$ cat src/rtl/pio_event_sequencer_pkg.sv
// pio_seq_pkg: shared types and constants for the PIO event sequencer.
// Holds the sequencer state encoding, the PIO register map and the timestamp width.
// Build option PIO_SEQ_TIMESTAMP_EN (see pio_event_sequencer.sv) relies on TS_W.
package pio_seq_pkg;

    typedef enum logic [2:0] {
        INIT_MASK = 3'd0,
        IDLE      = 3'd1,
        CFG_MASK  = 3'd2,
        RD_CAP    = 3'd3,
        RD_WAIT   = 3'd4,
        CLR       = 3'd5,
        DISPATCH  = 3'd6
    } seq_state_t;

    // PIO slave register map.
    localparam logic [1:0] ADDR_DATA = 2'd0;
    localparam logic [1:0] ADDR_MASK = 2'd2;
    localparam logic [1:0] ADDR_EDGE = 2'd3;

    localparam int TS_W = 16;

endpackage

$ cat src/rtl/pio_event_sequencer_if.sv
// pio_event_sequencer_if: PIO Avalon-MM master bus, mask config and event stream.
// master = sequencer side, slave = PIO/consumer side. Ports: pio_* bus, mask_cfg/mask_load,
// evt_valid/evt_ready/evt_code, busy, and evt_time when PIO_SEQ_TIMESTAMP_EN is defined.
interface pio_event_sequencer_if #(
    parameter int WIDTH = 10,
    parameter int IDX_W = 4
);
    import pio_seq_pkg::*;

    logic [1:0]       pio_address;
    logic             pio_chipselect;
    logic             pio_write_n;
    logic [31:0]      pio_writedata;
    logic [31:0]      pio_readdata;
    logic             pio_irq;
    logic [WIDTH-1:0] mask_cfg;
    logic             mask_load;
    logic             evt_valid;
    logic             evt_ready;
    logic [IDX_W-1:0] evt_code;
    logic             busy;
`ifdef PIO_SEQ_TIMESTAMP_EN
    logic [TS_W-1:0]  evt_time;
`endif

    modport master (
`ifdef PIO_SEQ_TIMESTAMP_EN
        output evt_time,
`endif
        output pio_address, pio_chipselect, pio_write_n, pio_writedata,
        input  pio_readdata, pio_irq,
        input  mask_cfg, mask_load,
        output evt_valid, evt_code, busy,
        input  evt_ready
    );

    modport slave (
`ifdef PIO_SEQ_TIMESTAMP_EN
        input  evt_time,
`endif
        input  pio_address, pio_chipselect, pio_write_n, pio_writedata,
        output pio_readdata, pio_irq,
        output mask_cfg, mask_load,
        input  evt_valid, evt_code, busy,
        output evt_ready
    );

endinterface

$ cat src/rtl/pio_event_sequencer_fifo.sv
// pio_evt_fifo: synchronous FIFO, DW bits x DEPTH entries (DEPTH power of two, >= 2).
// Latency: pushed word visible on dout the cycle after push; push+pop allowed together, even when full.
// Backpressure: push ignored when full without a pop; dout holds the last popped word while empty.
module pio_evt_fifo #(
    parameter int DW    = 4,
    parameter int DEPTH = 8
) (
    input  logic          clk,
    input  logic          reset,
    input  logic          push,
    input  logic [DW-1:0] din,
    input  logic          pop,
    output logic [DW-1:0] dout,
    output logic          full,
    output logic          empty
);
    localparam int AW = $clog2(DEPTH);

    logic [DW-1:0] mem [DEPTH];
    logic [AW-1:0] wr_ptr, rd_ptr;
    logic [AW:0]   count;
    logic [DW-1:0] hold_q;
    logic          push_ok, pop_ok;

    assign full    = (count == (AW+1)'(DEPTH));
    assign empty   = (count == '0);
    assign pop_ok  = pop && !empty;
    // When full, a same-cycle pop frees the slot being written.
    assign push_ok = push && (!full || pop_ok);

    assign dout = empty ? hold_q : mem[rd_ptr];

    always_ff @(posedge clk) begin
        if (push_ok) begin
            mem[wr_ptr] <= din;
        end
    end

    always_ff @(posedge clk or posedge reset) begin
        if (reset) begin
            wr_ptr <= '0;
            rd_ptr <= '0;
            count  <= '0;
            hold_q <= '0;
        end else begin
            if (push_ok) begin
                wr_ptr <= wr_ptr + 1'b1;
            end
            if (pop_ok) begin
                rd_ptr <= rd_ptr + 1'b1;
                hold_q <= mem[rd_ptr];
            end
            case ({push_ok, pop_ok})
                2'b10:   count <= count + 1'b1;
                2'b01:   count <= count - 1'b1;
                default: count <= count;
            endcase
        end
    end

endmodule

$ cat src/rtl/pio_event_sequencer.sv
// pio_event_sequencer: services an edge-capture PIO as Avalon-MM master and turns captures into events.
// Latency: irq seen in IDLE -> first evt_valid 5 cycles later; one event pushed per DISPATCH cycle.
// Backpressure: full event FIFO stalls DISPATCH; new edges accumulate in the PIO. Option: PIO_SEQ_TIMESTAMP_EN.
// Ports: clk, reset (async, active high), bus (pio_event_sequencer_if.master).
module pio_event_sequencer
    import pio_seq_pkg::*;
#(
    parameter int               WIDTH      = 10,
    parameter int               IDX_W      = 4,
    parameter int               FIFO_DEPTH = 8,
    parameter logic [WIDTH-1:0] MASK_INIT  = '1
) (
    input  logic                   clk,
    input  logic                   reset,
    pio_event_sequencer_if.master  bus
);

`ifdef PIO_SEQ_TIMESTAMP_EN
    localparam int DW = TS_W + IDX_W;
`else
    localparam int DW = IDX_W;
`endif

    seq_state_t       state_q, state_d;
    logic [WIDTH-1:0] cap_q;
    logic [WIDTH-1:0] mask_q;
    logic             pend_q;
    logic [IDX_W-1:0] low_idx;

    logic [1:0]       addr_c;
    logic             cs_c, wn_c, busy_c;
    logic [31:0]      wd_c;

    logic             fifo_full, fifo_empty, push, pop;
    logic [DW-1:0]    fifo_din, fifo_dout;

    // Upper readdata bits are outside the PIO width.
    logic             unused_rd;
    assign unused_rd = ^bus.pio_readdata[31:WIDTH];

    // Lowest set bit of the remaining capture.
    always_comb begin
        low_idx = '0;
        for (int i = WIDTH - 1; i >= 0; i--) begin
            if (cap_q[i]) begin
                low_idx = IDX_W'(i);
            end
        end
    end

    assign pop  = !fifo_empty && bus.evt_ready;
    assign push = (state_q == DISPATCH) && (cap_q != '0) && (!fifo_full || pop);

    always_ff @(posedge clk or posedge reset) begin
        if (reset) begin
            state_q <= INIT_MASK;
        end else begin
            state_q <= state_d;
        end
    end

    always_comb begin
        state_d = state_q;
        addr_c  = ADDR_DATA;
        cs_c    = 1'b0;
        wn_c    = 1'b1;
        wd_c    = '0;
        busy_c  = (state_q != IDLE);
        unique case (state_q)
            INIT_MASK: begin
                cs_c    = 1'b1;
                wn_c    = 1'b0;
                addr_c  = ADDR_MASK;
                wd_c    = 32'(MASK_INIT);
                state_d = IDLE;
            end
            IDLE: begin
                // Config writes win over irq service so a new mask applies first.
                if (pend_q) begin
                    state_d = CFG_MASK;
                end else if (bus.pio_irq) begin
                    state_d = RD_CAP;
                end
            end
            CFG_MASK: begin
                cs_c    = 1'b1;
                wn_c    = 1'b0;
                addr_c  = ADDR_MASK;
                wd_c    = 32'(mask_q);
                state_d = IDLE;
            end
            RD_CAP: begin
                cs_c    = 1'b1;
                addr_c  = ADDR_EDGE;
                state_d = RD_WAIT;
            end
            RD_WAIT: begin
                // Read data from RD_CAP arrives this cycle; no second read issued.
                addr_c  = ADDR_EDGE;
                state_d = CLR;
            end
            CLR: begin
                cs_c    = 1'b1;
                wn_c    = 1'b0;
                addr_c  = ADDR_EDGE;
                wd_c    = 32'(cap_q);
                state_d = (cap_q == '0) ? IDLE : DISPATCH;
            end
            DISPATCH: begin
                if (cap_q == '0) begin
                    state_d = IDLE;
                end
            end
            default: state_d = INIT_MASK;
        endcase
        // The state register already sits in INIT_MASK during reset; keep the bus
        // quiet until release so the init write happens exactly once afterwards.
        if (reset) begin
            cs_c   = 1'b0;
            wn_c   = 1'b1;
            addr_c = ADDR_DATA;
            wd_c   = '0;
            busy_c = 1'b0;
        end
    end

    always_ff @(posedge clk or posedge reset) begin
        if (reset) begin
            cap_q  <= '0;
            mask_q <= '0;
            pend_q <= 1'b0;
        end else begin
            if (state_q == RD_WAIT) begin
                cap_q <= bus.pio_readdata[WIDTH-1:0];
            end else if (push) begin
                cap_q <= cap_q & (cap_q - 1'b1);
            end
            // A pulse landing in CFG_MASK keeps the request pending for another write.
            if (bus.mask_load) begin
                pend_q <= 1'b1;
                mask_q <= bus.mask_cfg;
            end else if (state_q == CFG_MASK) begin
                pend_q <= 1'b0;
            end
        end
    end

`ifdef PIO_SEQ_TIMESTAMP_EN
    logic [TS_W-1:0] ts_cnt, ts_cap;

    always_ff @(posedge clk or posedge reset) begin
        if (reset) begin
            ts_cnt <= '0;
            ts_cap <= '0;
        end else begin
            ts_cnt <= ts_cnt + 1'b1;
            if (state_q == RD_WAIT) begin
                ts_cap <= ts_cnt;
            end
        end
    end

    assign fifo_din     = {ts_cap, low_idx};
    assign bus.evt_time = fifo_dout[DW-1:IDX_W];
`else
    assign fifo_din = low_idx;
`endif

    pio_evt_fifo #(
        .DW    (DW),
        .DEPTH (FIFO_DEPTH)
    ) u_fifo (
        .clk   (clk),
        .reset (reset),
        .push  (push),
        .din   (fifo_din),
        .pop   (pop),
        .dout  (fifo_dout),
        .full  (fifo_full),
        .empty (fifo_empty)
    );

    assign bus.pio_address    = addr_c;
    assign bus.pio_chipselect = cs_c;
    assign bus.pio_write_n    = wn_c;
    assign bus.pio_writedata  = wd_c;
    assign bus.busy           = busy_c;
    assign bus.evt_valid      = !fifo_empty;
    assign bus.evt_code       = fifo_dout[IDX_W-1:0];

endmodule
$ cat src/flat_wrapper.sv
// flat-port wrapper written by rule: the top's interface ports become plain ports
module pio_event_sequencer_flat import pio_seq_pkg::*;
#(
    parameter int               WIDTH      = 10,
    parameter int               IDX_W      = 4,
    parameter int               FIFO_DEPTH = 8,
    parameter logic [WIDTH-1:0] MASK_INIT  = '1
)
  (clk, reset, bus_pio_address, bus_pio_chipselect, bus_pio_write_n, bus_pio_writedata, bus_pio_readdata, bus_pio_irq, bus_mask_cfg, bus_mask_load, bus_evt_valid, bus_evt_code, bus_busy, bus_evt_ready);
  pio_event_sequencer_if #(.WIDTH(WIDTH), .IDX_W(IDX_W)) bus_i ();
  input  logic clk;
  input  logic reset;
  output wire logic [$bits(bus_i.pio_address)-1:0] bus_pio_address;
  output wire logic [$bits(bus_i.pio_chipselect)-1:0] bus_pio_chipselect;
  output wire logic [$bits(bus_i.pio_write_n)-1:0] bus_pio_write_n;
  output wire logic [$bits(bus_i.pio_writedata)-1:0] bus_pio_writedata;
  input wire logic [$bits(bus_i.pio_readdata)-1:0] bus_pio_readdata;
  input wire logic [$bits(bus_i.pio_irq)-1:0] bus_pio_irq;
  input wire logic [$bits(bus_i.mask_cfg)-1:0] bus_mask_cfg;
  input wire logic [$bits(bus_i.mask_load)-1:0] bus_mask_load;
  output wire logic [$bits(bus_i.evt_valid)-1:0] bus_evt_valid;
  output wire logic [$bits(bus_i.evt_code)-1:0] bus_evt_code;
  output wire logic [$bits(bus_i.busy)-1:0] bus_busy;
  input wire logic [$bits(bus_i.evt_ready)-1:0] bus_evt_ready;
  assign bus_pio_address = bus_i.pio_address;
  assign bus_pio_chipselect = bus_i.pio_chipselect;
  assign bus_pio_write_n = bus_i.pio_write_n;
  assign bus_pio_writedata = bus_i.pio_writedata;
  assign bus_i.pio_readdata = bus_pio_readdata;
  assign bus_i.pio_irq = bus_pio_irq;
  assign bus_i.mask_cfg = bus_mask_cfg;
  assign bus_i.mask_load = bus_mask_load;
  assign bus_evt_valid = bus_i.evt_valid;
  assign bus_evt_code = bus_i.evt_code;
  assign bus_busy = bus_i.busy;
  assign bus_i.evt_ready = bus_evt_ready;
  pio_event_sequencer #(.WIDTH(WIDTH), .IDX_W(IDX_W), .FIFO_DEPTH(FIFO_DEPTH), .MASK_INIT(MASK_INIT)) u_core (.clk(clk), .reset(reset), .bus(bus_i));
endmodule
$ cat config.mk
export PLATFORM = sky130hd
export DESIGN_NAME = pio_event_sequencer_flat
export DESIGN_NICKNAME = d
export VERILOG_FILES = /design/src/rtl/pio_event_sequencer_pkg.sv /design/src/rtl/pio_event_sequencer_if.sv /design/src/rtl/pio_event_sequencer_fifo.sv /design/src/rtl/pio_event_sequencer.sv /design/src/flat_wrapper.sv
export SDC_FILE = /design/constraint.sdc
export NUM_CORES = 1
export LEC_CHECK = 0
export CAP_MARGIN = 25
export CORE_MARGIN = 3
export CORE_UTILIZATION = 53
export CTS_CLUSTER_DIAMETER = 40
export DETAILED_ROUTE_END_ITERATION = 7
export HOLD_SLACK_MARGIN = 0.05
export PLACE_DENSITY = 0.85
export SLEW_MARGIN = 20
export SYNTH_ARGS = -nofsm -noshare
export SYNTH_HDL_FRONTEND = slang
export SYNTH_SLANG_ARGS = --single-unit
$ cat constraint.sdc
create_clock -name clk -period 7 [get_ports clk]
set_input_delay 1.4 -clock clk [delete_from_list [all_inputs] [get_ports clk]]
set_output_delay 1.4 -clock clk [all_outputs]
set_load 0.01 [all_outputs]
==> flow_metrics.tcl, run 1 <==
set metrics [dict create \
    hold_path.startpoint "u_core.u_fifo.hold_q[0]" \
    power_switching_mw 0.651 \
    min_path_type "reg2reg" \
    synth_enable_flop_cells 32 \
    ir_drop_mv 0.236 \
    r2r_cells 10 \
    nets 391 \
    async_flop_share 0.543 \
    maxSlewHeadroom 0.370 \
    antenna_found_initial 0 \
    postRouteWirelength_mm 6.83 \
    fin_worst_skew_ns 0.00676 \
    rr_startpoint "u_core.u_fifo.count[1]" \
    drc_errors 0 \
    slew_viol_final 0 \
    synthMostInstantiatedCell "dfrtp_1" \
    numCtsBuffers 9 \
    cts_buffer_depth 2 \
    start_util 0.553 \
    p_seq_frac 0.420 \
    drt_iter0_drc 122 \
    ys_ff_latch 70 \
    min_path_cells 2 \
    netlist.area_leader.share 0.272 \
    p_sw_frac 0.378 \
    syn_area_per_cell_um2 11.7 \
    groute.usage.overall 0.194 \
    cp-start-kind "primary input" \
    status "complete, no violations" \
    worst_ep_arrival_time_ns 3.02 \
    design.core.area_um2 6390 \
    postCtsHoldBufs 0 \
    grt_start_max_net_pins 39 \
    final_area_um2 4100 \
    synthAdderAreaFrac 0.0177 \
    clkLatencyLatePin_ns 0.35 \
    ys_top_cells_by_area "edfxtp_1, dfrtp_1, mux4_2" \
    synth_compound_area_frac 0.0953 \
    dpl.hpwl_mm 4.97 \
    clock-root-buffer "clkbuf_8" \
    leakage_nw 1.57 \
    period_share 0.632 \
    critPathMaxFanout 15 \
    yosysWarnings 0 \
    gp_congestion 0.809 \
    fin_cells 421 \
    synthXorXnorAreaFrac 0.0223 \
    rr_endpoint "u_core.u_fifo.count[2]" \
    worst_pin_slew_ns 0.941 \
    yosys-top-cells-count "dfrtp_1, edfxtp_1, nand2_1" \
    place_area_um2 3910 \
    path_class "in2out" \
    yosysSeqAreaShare 0.541 \
    cts_resized 0 \
    p_comb_frac 0.395 \
    die_height_um 87.6 \
    layout_min_cycle_time_ns 4.42 \
    cts.sinks 70 \
    htreeDepth 3 \
    fmax_mhz 226 \
    syn-instance-count 301 \
    synth_cell_types 46 \
    r2r_slack_ns 4.05 \
    grt_pass1_vias 2431 \
    pin_count 89 \
    vias 2366 \
    area_growth_pct 16.1 \
    antennaDiodeCount 0 \
    clockPowerShare 0.185 \
    muxShareOfSynthArea 0.124 \
    die_w_um 87.6 \
    syn_area_um2 3530 \
    hold_violations 0 \
    antenna_left 0 \
    overflow 0 \
    finalSetupViolCount 0 \
    grt_pass1_wl_mm 11.4 \
    p_per_area_nw_per_um2 420 \
    numPlacedInstances 405 \
    wl_per_cell_um 16.2 \
    rows 29 \
    via_per_inst 5.62 \
    yosys.area_share.simple 0.116 \
    firstDrtPassIters 4 \
    die_area_um2 7680 \
    finalPower_mw 1.72 \
    yosysTopAreaCell "edfxtp_1" \
    synth_ff_type "dfrtp_1" \
    port_buffers 44 \
    cp_data_required_time_ns 5.60 \
    post-cts-setup-buffers 0 \
    internal-power_mw 1.07 \
    rsz0062_at_grt "false" \
    crit_path_end_kind "output pin" \
    tns_ns 0 \
    cts_tree "built" \
    path_clk_slew_ns 0.07 \
    synth_top_family_by_area "multiplexers" \
    min_to "u_core.u_fifo.hold_q[0]" \
    drive_above_1_share 0.128 \
    drv_cap 0 \
]
## power by group through the flow
stage | Sequential (mW) | Clock, mW | Combinational, mW
detailed placement | 0.729 | 0 | 0.679
CTS | 0.722 | 0.321 | 0.686
finish | 0.723 | 0.317 | 0.680
global placement | 0.717 | 0 | 0.646
floorplan | 0.643 | 0 | 0.546
global route | 0.743 | 0.341 | 0.758
## worst max path at each step
stage,from,to
3_5_place_dp,reset,bus_pio_write_n
5_1_grt,reset,bus_pio_write_n
3_3_place_gp,reset,bus_pio_address[1]
4_1_cts,reset,bus_pio_address[1]
6_report,reset,bus_pio_address[1]
2_1_floorplan,reset,bus_pio_write_n
## cell usage in the layout, fill, tap and decap left out, drive strengths merged, types with 4 or more instances in the layout
master         count
clkdlybuf4s50     44
dfrtp             38
edfxtp            32
nand2             25
a21oi             23
conb              22
o21ai             21
nor2              19
mux2              13
mux2i             11
inv               10
clkbuf            10
mux4               8
nor3               7
xnor2              6
nor4               6
ha                 5
a31oi              4
## logic make-up after synthesis
logic type,count (synthesis)
AOI/OAI and AO/OA,59
xor gates and xnor gates,9
adders and majority gates,5
buffers and inverters,49
DFF,70
muxes,32
other,1
and+or+nand+nor,76
## critical path, stage by stage
cell and delay [ns]:
clkdlybuf4s50_1 0.65, a211oi_1 0.38, clkdlybuf4s50_1 0.59
## registers in the layout, summed over array words and instances, names as in the netlist
signal / cells
u_core.u_fifo.hold_q: 4
u_core.cap_q: 10
u_core.pend_q: 1
u_core.u_fifo.mem: 32
u_core.mask_q: 10
u_core.u_fifo.count: 4
u_core.u_fifo.rd_ptr: 3
u_core.u_fifo.wr_ptr: 3
u_core.state_q: 3
## layout make-up
class	instances	area, µm²
inverters	10	40.0
flip-flops and latches	70	1910
fillers	497	2290
multi-input cells	203	1410
repair buffers	45	448
clock buffers	10	128
well taps	77	96.3
clock inverters	6	62.6
## per-layer routing
| metal | vias up | global-route usage | wire length, µm |
|---|---|---|---|
| li1 | 1111 | - | - |
| met1 | 1161 | 0.226 | 2840 |
| met2 | 82 | 0.332 | 3460 |
| met3 | 12 | 0.0508 | 375 |
| met4 | 0 | 0.0962 | 150 |
| met5 | - | 0 | 0 |
## through the flow
| step | setup WS [ns] | hold slack, ns | utilization |
|---|---|---|---|
| 6_report | 2.58 | 0.487 | 0.642 |
| 5_1_grt | 2.51 | 0.528 | 0.642 |
| 2_1_floorplan | 3.02 | 0.451 | - |
| 3_3_place_gp | 2.67 | 0.462 | 0.612 |
| 3_5_place_dp | 2.63 | 0.473 | 0.612 |
| 4_1_cts | 2.60 | 0.489 | 0.642 |
No activity file was read; power rests on OpenSTA's default activity.
==> run 2: changes to the inputs <==
Settings changed: CORE_UTILIZATION 53 to 44, PLACE_DENSITY 0.85 to 0.76.
Clock period 7 ns to 4 ns, I/O delays scaled along.
==> flow_metrics.tcl, run 2 (synthesis gave the netlist of run 1 again) <==
set metrics [dict create \
    layout_min_cycle_time_ns 3.23 \
    period_share 0.807 \
    hold_path.startpoint "u_core.u_fifo.hold_q[1]" \
    drive_above_1_share 0.135 \
    crit_path_end_kind "output pin" \
    maxSlewHeadroom 0.388 \
    worst_ep_arrival_time_ns 2.43 \
    finalSetupViolCount 0 \
    layout_commonest_cell "clkdlybuf4s50_1" \
    area_growth_pct 17.8 \
    firstDrtPassIters 4 \
    via_per_inst 5.10 \
    postCtsHoldBufs 0 \
    p_sw_frac 0.374 \
    design.core.area_um2 7770 \
    largest_reg_flops 32 \
    path_class "reg2out" \
    tns_ns 0 \
    min_to "u_core.u_fifo.hold_q[1]" \
    rows 32 \
    drt_iter0_drc 127 \
    min_path_cells 2 \
    post-place-ws_ns 0.606 \
    nets 394 \
    rsz0062_at_grt "false" \
    gp_congestion 0.868 \
    reg_top3 "u_core.u_fifo.mem (32), u_core.cap_q (10), u_core.mask_q (10)" \
    dpl.hpwl_mm 4.63 \
    pin_count 89 \
    cts_buffer_depth 2 \
    post-cts-setup-buffers 0 \
    cts.sinks 70 \
    path_clk_slew_ns 0.08 \
    rr_startpoint "u_core.u_fifo.count[0]" \
    htreeDepth 3 \
    grt_pass1_vias 2161 \
    p_per_area_nw_per_um2 721 \
    clockPowerShare 0.187 \
    groute.usage.overall 0.152 \
    worst_pin_slew_ns 0.914 \
    start_util 0.455 \
    overflow 0 \
    power_switching_mw 1.12 \
    vias 2292 \
    antenna_left 0 \
    antennaDiodeCount 0 \
    r2r_slack_ns 1.08 \
    r2r_cells 10 \
    rr_endpoint "u_core.u_fifo.count[2]" \
    grt_pass1_wl_mm 10.6 \
    status "complete, no violations" \
    internal-power_mw 1.88 \
    grt_start_max_net_pins 39 \
    clock-root-buffer "clkbuf_8" \
    cts_resized 0 \
    slew_viol_final 0 \
    die_area_um2 9140 \
    fill_cells 668 \
    ir_drop_mv 0.271 \
    min_path_type "reg2reg" \
    cts_tree "built" \
    critPathMaxFanout 10 \
    fmax_mhz 310 \
    die_height_um 95.6 \
    leakage_nw 1.59 \
    drc_errors 0 \
    final_cell_mix "clkdlybuf4s50_1, dfrtp_1, edfxtp_1" \
    layout_setup_ws_ns 0.770 \
    drv_cap 0 \
    antenna_found_initial 0 \
    numCtsBuffers 9 \
    die_w_um 95.6 \
    cp_data_required_time_ns 3.20 \
    postRouteWirelength_mm 6.42 \
    cp-start-kind "register" \
    hold_violations 0 \
    p_seq_frac 0.420 \
    wl_per_cell_um 14.3 \
    port_buffers 44 \
    p_comb_frac 0.392 \
    clkLatencyLatePin_ns 0.35 \
    fin_worst_skew_ns 0.00735 \
    top_register "u_core.u_fifo.mem" \
]
run 2: changes by cell type in the layout (fill, tap and decap cells not counted):
cell and delta:
buf_4 +3, clkinv_1 +1, clkinv_4 +1, clkbuf_1 -1, inv_6 +1, clkinv_2 -2
run 2: final cells by class:
type	count	area [µm²]	share of cell area
inverter	10	40.0	0.00962
timing repair buffer	48	470	0.113
tap	102	128	0.0307
sequential	70	1910	0.460
clock buffer	9	124	0.0298
multi-input combinational	203	1410	0.340
clock inverter	7	73.8	0.0177
run 2: metrics by stage:
step           power (mW)  area, µm²  instances   util  hold WS [ns]
2_1_floorplan        2.08       3610        322      -         0.451
3_3_place_gp         2.40       3960        433  0.510         0.463
3_5_place_dp         2.45       3960        433  0.510         0.476
4_1_cts              3.03       4160        449  0.536         0.496
5_1_grt              3.23       4160        449  0.536         0.518
6_report             3.00       4160        449  0.536         0.489
run 2: worst max-delay path: stages, from the launching register on:
cell	delay, ns
dfrtp_1	0.72
mux4_2	0.60
mux2i_1	0.18
a21oi_1	0.09
clkdlybuf4s50_1	0.49
run 2: power by group through the flow:
stage	Combinational [mW]	Sequential [mW]	Clock (mW)
5_1_grt	1.32	1.29	0.618
3_3_place_gp	1.14	1.26	0
2_1_floorplan	0.956	1.12	0
4_1_cts	1.19	1.26	0.580
6_report	1.18	1.26	0.562
3_5_place_dp	1.18	1.28	0
run 2: layer usage:
layer  share of wire  track usage
met3           0.070       0.0702
met1            0.45        0.194
met4          0.0081       0.0355
met5               0            0
met2            0.47        0.235
run 2: how the worst max path moves through the flow:
stage | startpoint | to | slack (ns)
after floorplan | reset | bus_pio_write_n | 1.22
after global placement | bus_evt_ready | u_core.u_fifo.count[2] | 0.62
after detailed placement | bus_evt_ready | u_core.u_fifo.count[2] | 0.61
after CTS | u_core.u_fifo.rd_ptr[0] | bus_evt_code[1] | 0.69
after global routing | u_core.state_q[1] | bus_pio_writedata[2] | 0.51
final | u_core.u_fifo.rd_ptr[0] | bus_evt_code[1] | 0.77
